[config.mk]
export PLATFORM = sky130hd
export DESIGN_NAME = fetch_pc_unit
export DESIGN_NICKNAME = d
export VERILOG_FILES = /design/src/rtl/fetch_pc_unit.sv
export SDC_FILE = /design/constraint.sdc
export NUM_CORES = 1
export LEC_CHECK = 0
export CAP_MARGIN = 30
export CORE_MARGIN = 2
export CORE_UTILIZATION = 39
export DETAILED_ROUTE_END_ITERATION = 8
export PLACE_DENSITY_LB_ADDON = 0.3
export SLEW_MARGIN = 20
export SYNTH_ARGS = -nofsm -noshare
export SYNTH_HDL_FRONTEND = slang
export SYNTH_SLANG_ARGS = --single-unit
export TNS_END_PERCENT = 50
[constraint.sdc]
create_clock -name clk -period 6.5 [get_ports clk]
set_input_delay 1.3 -clock clk [delete_from_list [all_inputs] [get_ports clk]]
set_output_delay 1.3 -clock clk [all_outputs]
set_load 0.03 [all_outputs]
[src/rtl/fetch_pc_unit.sv]
// fetch_pc_unit: instruction-fetch front end.
// Owns the program counter, selects the next fetch address, drives the
// synchronous instruction memory and presents an aligned IF bundle
// (pc, pc+8, instruction, valid, address error) to the IF/ID register.
// Optional build macro: BRANCH_DELAY_SLOT_EN. When it is defined, a taken
// branch/jump does not squash the instruction in IF, which becomes the delay
// slot. When it is undefined, that instruction is squashed.
module fetch_pc_unit #(
  parameter logic [31:0] RESET_PC   = 32'h0000_3000,
  parameter logic [31:0] HANDLER_PC = 32'h0000_4180,
  parameter logic [31:0] IM_TOP     = 32'h0000_4FFC
) (
  input  logic        clk,
  input  logic        reset,
  input  logic        stall,
  input  logic        br_redirect,
  input  logic [31:0] br_target,
  input  logic        exc_req,
  input  logic        eret_req,
  input  logic [31:0] epc,
  output logic [31:0] im_addr,
  input  logic [31:0] im_instr,
  output logic [31:0] if_pc,
  output logic [31:0] if_pc8,
  output logic [31:0] if_instr,
  output logic        if_valid,
  output logic        if_adel
);

  logic [31:0] pc_q;
  logic [31:0] pc_d;
  logic        boot_q;
  logic        boot_d;
  logic [31:0] npc;
  logic        squash;
  logic        addr_err;

  // Next-PC selection.
  // Exception and ERET override stall. A redirect seen during a stall is
  // dropped because decode re-asserts it once the stall clears.
  always_comb begin
    npc = pc_q + 32'd4;
    if (boot_q) begin
      npc = RESET_PC;
    end else if (exc_req) begin
      npc = HANDLER_PC;
    end else if (eret_req) begin
      npc = epc;
    end else if (stall) begin
      npc = pc_q;
    end else if (br_redirect) begin
      npc = br_target;
    end
    pc_d   = npc;
    boot_d = 1'b0;
  end

  // Squash of the instruction currently in IF.
  always_comb begin
`ifdef BRANCH_DELAY_SLOT_EN
    squash = exc_req | eret_req;
`else
    squash = exc_req | eret_req | (br_redirect & ~stall);
`endif
  end

  // Fetch address error: a misaligned PC, or a PC outside the instruction window.
  always_comb begin
    addr_err = 1'b0;
    if (!boot_q) begin
      addr_err = (pc_q[1:0] != 2'b00) | (pc_q < RESET_PC) | (pc_q > IM_TOP);
    end
  end

  // PC and boot flags. Reset is asynchronous so fetch restarts immediately.
  always_ff @(posedge clk or posedge reset) begin
    if (reset) begin
      pc_q   <= RESET_PC;
      boot_q <= 1'b1;
    end else begin
      pc_q   <= pc_d;
      boot_q <= boot_d;
    end
  end

  // The memory sees the next PC, so its data on the following cycle lines up
  // with pc_q. During a stall npc equals pc_q, so the same word is re-read.
  assign im_addr  = npc;
  assign if_pc    = pc_q;
  assign if_pc8   = pc_q + 32'd8;
  assign if_adel  = addr_err;
  assign if_instr = addr_err ? 32'h0000_0000 : im_instr;
  assign if_valid = ~boot_q & ~squash;

endmodule

==> results of run 1 <==
logic make-up (layout without fill, tap and decap cells):
kind of cell    Yosys count  in the layout  synth area share [%]
compound gates          107            107                  21.8
xor+xnor                 30             30                  7.80
fa+ha+maj                 2              2                 0.743
buf+inv                  60            256                  8.47
flops                    33             33                  24.6
mux                       9              9                  2.75
other cells               1              1                 0.111
simple gates            207            207                  33.7
critical path, stage by stage:
cell and delay [ns]:
clkdlybuf4s50_1 0.57, inv_1 0.38, nand2_1 0.37, or4_1 0.56, a31oi_1 0.22, clkdlybuf4s50_1 0.70
placed cells by master (no fill, tap or decap), types with 3 or more instances in the layout:
cell type          n
a211oi_1           4
a21oi_1           23
a221oi_1           6
a31oi_1            5
and2_1            34
and3_1             3
and4_1             6
buf_4              7
clkbuf_1           3
clkbuf_8           5
clkdlybuf4s50_1  231
dfrtp_1           30
dfstp_2            3
inv_1              9
mux2i_1            7
nand2_1           56
nand3_1           15
nand4_1           13
nor2_1            31
nor3_1            11
nor4_1            15
o211a_1            4
o211ai_1           8
o21ai_0           23
o221ai_1           6
o22ai_1            6
o41ai_1            3
or3_1              4
xnor2_1           16
xor2_1            14
flip-flops by register name, summed over array words and instances, names as in the netlist:
register	cells
boot_q	1
if_pc	32
metrics by stage:
step	cell area, um2	instances	power (W)	hold slack [ns]
3_3_place_gp	5610	741	0.000589	0.637
5_1_grt	5700	750	0.000779	0.675
2_1_floorplan	3370	449	0.000422	0.819
4_1_cts	5700	750	0.000751	0.662
3_5_place_dp	5620	742	0.000594	0.649
6_report	5700	750	0.000753	0.669
area by class of cell:
type                       count  area, um2
fill                         680       2600
sequential                    33        830
multi-input combinational    356       2250
inverter                      10       37.5
timing repair buffer         238       2360
tap                          105        131
clock buffer                   8       80.1
report_power, final:
| part | switching (W) | leakage (nW) | total [W] | internal (W) |
|---|---|---|---|---|
| Sequential | 0.0000288 | 0.434 | 0.000245 | 0.000216 |
| Clock | 0.0000838 | 0.0395 | 0.000160 | 0.0000763 |
| Combinational | 0.000185 | 1.62 | 0.000348 | 0.000163 |
routing by layer:
layer	GRT usage (%)	vias to the layer above	wire length, um
met5	0	-	0
met4	11.4	0	372
met3	5.64	34	1720
met2	49.7	358	7160
met1	39.1	2119	5630
li1	-	2037	-
worst max-delay path by stage:
stage	startpoint	endpoint	slack (ns)	cells past startpoint
after floorplan	exc_req	im_addr[29]	2.28	5
after global placement	br_redirect	im_addr[18]	1.21	6
after detailed placement	br_redirect	im_addr[11]	1.13	7
after CTS	br_redirect	im_addr[11]	1.12	7
after global routing	br_redirect	im_addr[11]	0.86	7
final	br_redirect	im_addr[16]	1.08	6
==> qor.yml, run 1 <==
floorplan:
  start_util_pct: 40.6
  rows: 33
  die_h_um: 96.9
  core-area_um2: 8300
  die_w_um: 96.9
  io_pins: 232
  dieArea_um2: 9400
setup_path:
  crit_required_ns: 5.20
  startpoint_type: "input pin"
  criticalPathCategory: "input pin to output pin"
  arrival_ns: 4.12
  ff2ff_setup_slack_ns: 3.99
  r2r-start: "if_pc[3]$_DFF_PP0_"
  r2r_cells: 6
  end_kind: "output pin"
  crit_fanout: 12
  worst_r2r_endpoint: "if_pc[25]$_DFF_PP0_"
detailed_routing:
  drtIter0Drc: 434
  ant_nets: 0
  vias: 4548
  dr.pass1.iters: 5
  drc: 0
  wire_per_inst_um: 19.8
  avgViaCountPerCell: 6.06
  wl_um: 14900
clock_network:
  cts_tree: "yes"
  clock_latency_ns: 0.30
  cts_setup_buffers: 0
  cts_inserted_buffers: 5
  cts_sinks: 33
  clk_pin_slew_ns: 0.08
  cts_buffer_depth: 2
  cts-resized-gates: 0
  htree_num_levels: 2
  root_buffer: "clkbuf_8"
  hold_buffers: 0
yosys:
  synth_cells: 449
  syn_area_um2: 3370
  synth_edf_count: 0
  synthTopCellsByArea: "dfrtp_1 (22%), and2_1 (6.3%), nand2_1 (6.2%), xnor2_1 (4.2%), xor2_1 (3.6%)"
  yosysTopAreaCellShare_pct: 22.3
  ys_ff_latch: 33
  synthMostInstantiatedCell: "nand2_1"
  ys_seq_area_share_pct: 24.6
  synth_nets: 553
  synth_top_area_cell: "dfrtp_1"
  ys.flop_type: "dfrtp_1"
  synth_area_per_cell_um2: 7.50
  yosys-top-cells-count: "nand2_1 (56), and2_1 (34), nor2_1 (31), dfrtp_1 (30), clkbuf_1 (24)"
  yosys.cell_types.count: 61
  synthArstFlopShare_pct: 100
  yosysWarnings: 0
min_path:
  min_from: "boot_q$_DFF_PP1_"
  min_path_cells: 1
  hold_path_class: "flip-flop to flip-flop"
  holdPathEnd: "if_pc[13]$_DFF_PP1_"
sta:
  period_share_pct: 83.3
  relSlewSlack_pct: 33.2
  rsz0062_at_grt: "no"
  finalMaxSlewViolations: 0
  tns_ns: 0
  fin_ws_ns: 1.08
  worst_slew_pin_slew_ns: 0.994
  clock_skew_ns: 0.00802
  hold_viol_final: 0
  min_period_ns: 5.42
  setup_viol: 0
  fmax_mhz: 185
global_route:
  grt_remaining_overflow: 0
  grt_pass1_wl_um: 23000
  grt_max_degree: 34
  grt_pass1_vias: 4362
  antenna_found_initial: 0
  grt_use_total_pct: 30.1
power_and_ir_drop:
  leakage_nw: 2.09
  p_per_area_nw_per_um2: 132
  vdd_drop_max_uv: 93.2
final_layout:
  n_antenna_cell: 0
  finish.utilization_pct: 68.6
  area_delta_synth_final_pct: 69.1
  fin_nets: 748
  drive_gt1_share_pct: 5.27
placed_design:
  gp_congestion: 0.922
  place_ws_ns: 1.13
  hpwl_um: 11400
  io_buffers: 231
run:
  maxCapViolCount: 0
outcome:
  run_status: "complete, no violations"
Power figures use the tool's default switching activity.
==> run 2, diff against run 1 <==
- CORE_UTILIZATION: 39 -> 36
- clock period: 6.5 -> 5.54 ns (I/O delays scaled with it)
==> run 2 against run 1 <==
  * Via count shrank 4.2%
  * First-iteration DRC count shrank 21%
  * Count of clock-buffer cells in the layout shrank 2
  * Final cell count grew 1.3%
  * Register-to-register slack lost 1.0 ns
  * Power grew 17%
  * Setup slack lost 0.56 ns
  * Sequential share of layout area shrank 0.11 points
  * Clock power grew 17%
  * Wire length grew 2.6%
  * Critical path depth grew 2
  * Critical path type unchanged
  * Critical endpoint is now im_addr[22]
==> qor.yml, run 2 (same netlist as run 1, synthesis figures left out) <==
placed_design:
  hpwl_um: 11700  # +2.4%
  placed_cell_area_um2: 5650  # +0.67%
  gp_congestion: 0.935  # +1.4%
  dp.cells: 751  # +1.2%
  io_buffers: 231  # unchanged
clock_network:
  clk_pin_slew_ns: 0.08  # about the same
  cts_tree: "yes"
  cts-resized-gates: 0  # unchanged
  htree_num_levels: 2  # unchanged
  cts_sinks: 33  # unchanged
  hold_buffers: 0  # unchanged
  cts_setup_buffers: 0  # unchanged
  cts_inserted_buffers: 5  # unchanged
  root_buffer: "clkbuf_8"
  clock_latency_ns: 0.29  # about the same
  cts_buffer_depth: 2  # unchanged
sta:
  finalMaxSlewViolations: 0  # unchanged
  min_period_ns: 5.02
  fmax_mhz: 199
  tns_ns: 0  # unchanged
  hold_viol_final: 0  # unchanged
  worst_slew_pin_slew_ns: 0.765  # -0.229 ns
  rsz0062_at_grt: "no"
  relSlewSlack_pct: 49.0  # +16 points
  period_share_pct: 90.5
  setup_viol: 0  # unchanged
  clock_skew_ns: 0.00766  # -0.000368 ns
detailed_routing:
  wl_met1_um: 6470  # +15%
  ant_nets: 0  # unchanged
  wire_per_inst_um: 20.1  # +1.3%
  drtIter0Drc: 341  # -21%
  dr_wl_met2_um: 7190  # +0.39%
  drc: 0  # unchanged
  vias: 4358  # -4.2%
  wl_met3_um: 1250  # -27%
  dr.max_layer_used: "met4"
  avgViaCountPerCell: 5.73  # -5.4%
  wl_um: 15300  # +2.6%
  dr.pass1.iters: 5  # unchanged
power_and_ir_drop:
  power_w: 0.000884  # +17%
  p_per_area_nw_per_um2: 154  # +17%
  p_seq_share_pct: 32.5  # about the same
  clockPowerShare_pct: 21.1  # -0.2 points
  combPwrFrac_pct: 46.4  # +0.2 points
  cellInternalPower_w: 0.000534  # +17%
  sw_frac_of_total_pct: 39.6  # +0.075 points
  vdd_drop_max_uv: 91.2  # -2.2%
  power.net_switching_w: 0.000350  # +18%
  leakage_nw: 2.14  # +2.1%
floorplan:
  rows: 35  # +6.1%
  die_h_um: 101  # +3.9%
  die_w_um: 101  # +3.9%
  io_pins: 232  # unchanged
  dieArea_um2: 10100  # +8.0%
  start_util_pct: 36.8  # -3.8 points
  core-area_um2: 9150  # +10%
setup_path:
  end_kind: "output pin"
  ff2ff_setup_slack_ns: 2.97  # -1.02 ns
  r2r-start: "if_pc[3]$_DFF_PP0_"
  crit_slowest_cell: "clkdlybuf4s50_1"
  max_stage_delay_ns: 0.77  # +0.07 ns
  crit_required_ns: 4.43  # -0.77 ns
  startpoint_type: "input pin"
  crit_fanout: 14  # +2
  cpMostUsedCell: "clkdlybuf4s50_1"
  criticalPathCategory: "input pin to output pin"
  arrival_ns: 3.91  # -0.21 ns
  r2r_cells: 6  # unchanged
  worst_r2r_endpoint: "if_pc[25]$_DFF_PP0_"
  worstPathCellList: "clkdlybuf4s50_1, nand2b_1, buf_4, o22ai_1, nand2_1, o21ai_0, a211oi_2, clkdlybuf4s50_1"
global_route:
  grt_use_total_pct: 29.2  # -0.94 points
  grt_pass1_vias: 4340  # -0.50%
  grt_max_degree: 34  # unchanged
  antenna_found_initial: 0  # unchanged
  grt_pass1_wl_um: 23300  # +1.3%
  grt_remaining_overflow: 0  # unchanged
final_layout:
  area_delta_synth_final_pct: 70.5
  final_common_cell: "clkdlybuf4s50_1"
  drive_gt1_share_pct: 7.24  # +2.0 points
  largest_reg_flops: 32  # unchanged
  n_antenna_cell: 0  # unchanged
  most-common-layout-cells: "clkdlybuf4s50_1 (224), nand2_1 (56), and2_1 (34)"
  fin_nets: 752  # +0.53%
  fin_cells: 760  # +1.3%
  fin_area_um2: 5740  # +0.79%
min_path:
  min_from: "if_pc[12]$_DFF_PP1_"
  holdPathEnd: "if_pc[12]$_DFF_PP1_"
  min_path_cells: 2  # +1
  hold_path_class: "flip-flop to flip-flop"
run:
  maxCapViolCount: 0  # unchanged
outcome:
  run_status: "complete, no violations"
==> run 2: cell count changes in the layout (fill, tap and decap cells not counted), sizes merged <==
cell	before	now
buf	7	17
clkbuf	8	7
clkdlybuf4s50	231	224
clkinv	0	2
==> run 2: layer usage <==
layer,up-vias,global-route usage [%]
li1,2029,-
met1,2057,40.6
met2,240,45.1
met3,32,5.62
met4,0,10.3
met5,-,0
==> run 2: worst max-delay path: cells and delay by family <==
family,cells,cell delay (ns)
AO/OA/AOI/OAI,3,0.48
buffers and inverters,3,1.76
AND/OR/NAND/NOR,2,0.56
==> run 2: how the worst max path moves through the flow <==
stage | startpoint | end | slack, ns | cells after the start
floorplan | exc_req | im_addr[29] | 1.70 | 5
global placement | stall | im_addr[22] | 0.69 | 8
detailed placement | stall | im_addr[22] | 0.60 | 8
CTS | stall | im_addr[22] | 0.59 | 8
global route | br_redirect | im_addr[23] | 0.40 | 7
finish | stall | im_addr[22] | 0.52 | 8
==> run 2: area by class of cell <==
class	instances	area, um2
flip-flops and latches	33	830
inverters	10	37.5
clock inverters	2	10.0
well taps	111	139
multi-input cells	356	2250
repair buffers	242	2400
fillers	828	3410
clock buffers	6	72.6
==> run 2: power by group through the flow <==
stage                     combinational, W  sequential [W]  clock, W
after floorplan                   0.000203        0.000292         0
after global placement            0.000405        0.000291         0
after detailed placement          0.000408        0.000291         0
after CTS                         0.000411        0.000287  0.000192
after global routing              0.000433        0.000290  0.000205
final                             0.000410        0.000288  0.000187
==> run 2: per-stage QoR <==
step	setup slack [ns]	utilization, %	hold WS, ns
after floorplan	1.70	-	0.819
after global placement	0.692	61.8	0.631
after detailed placement	0.599	61.8	0.644
after CTS	0.586	62.7	0.652
after global routing	0.403	62.7	0.688
final	0.525	62.7	0.653
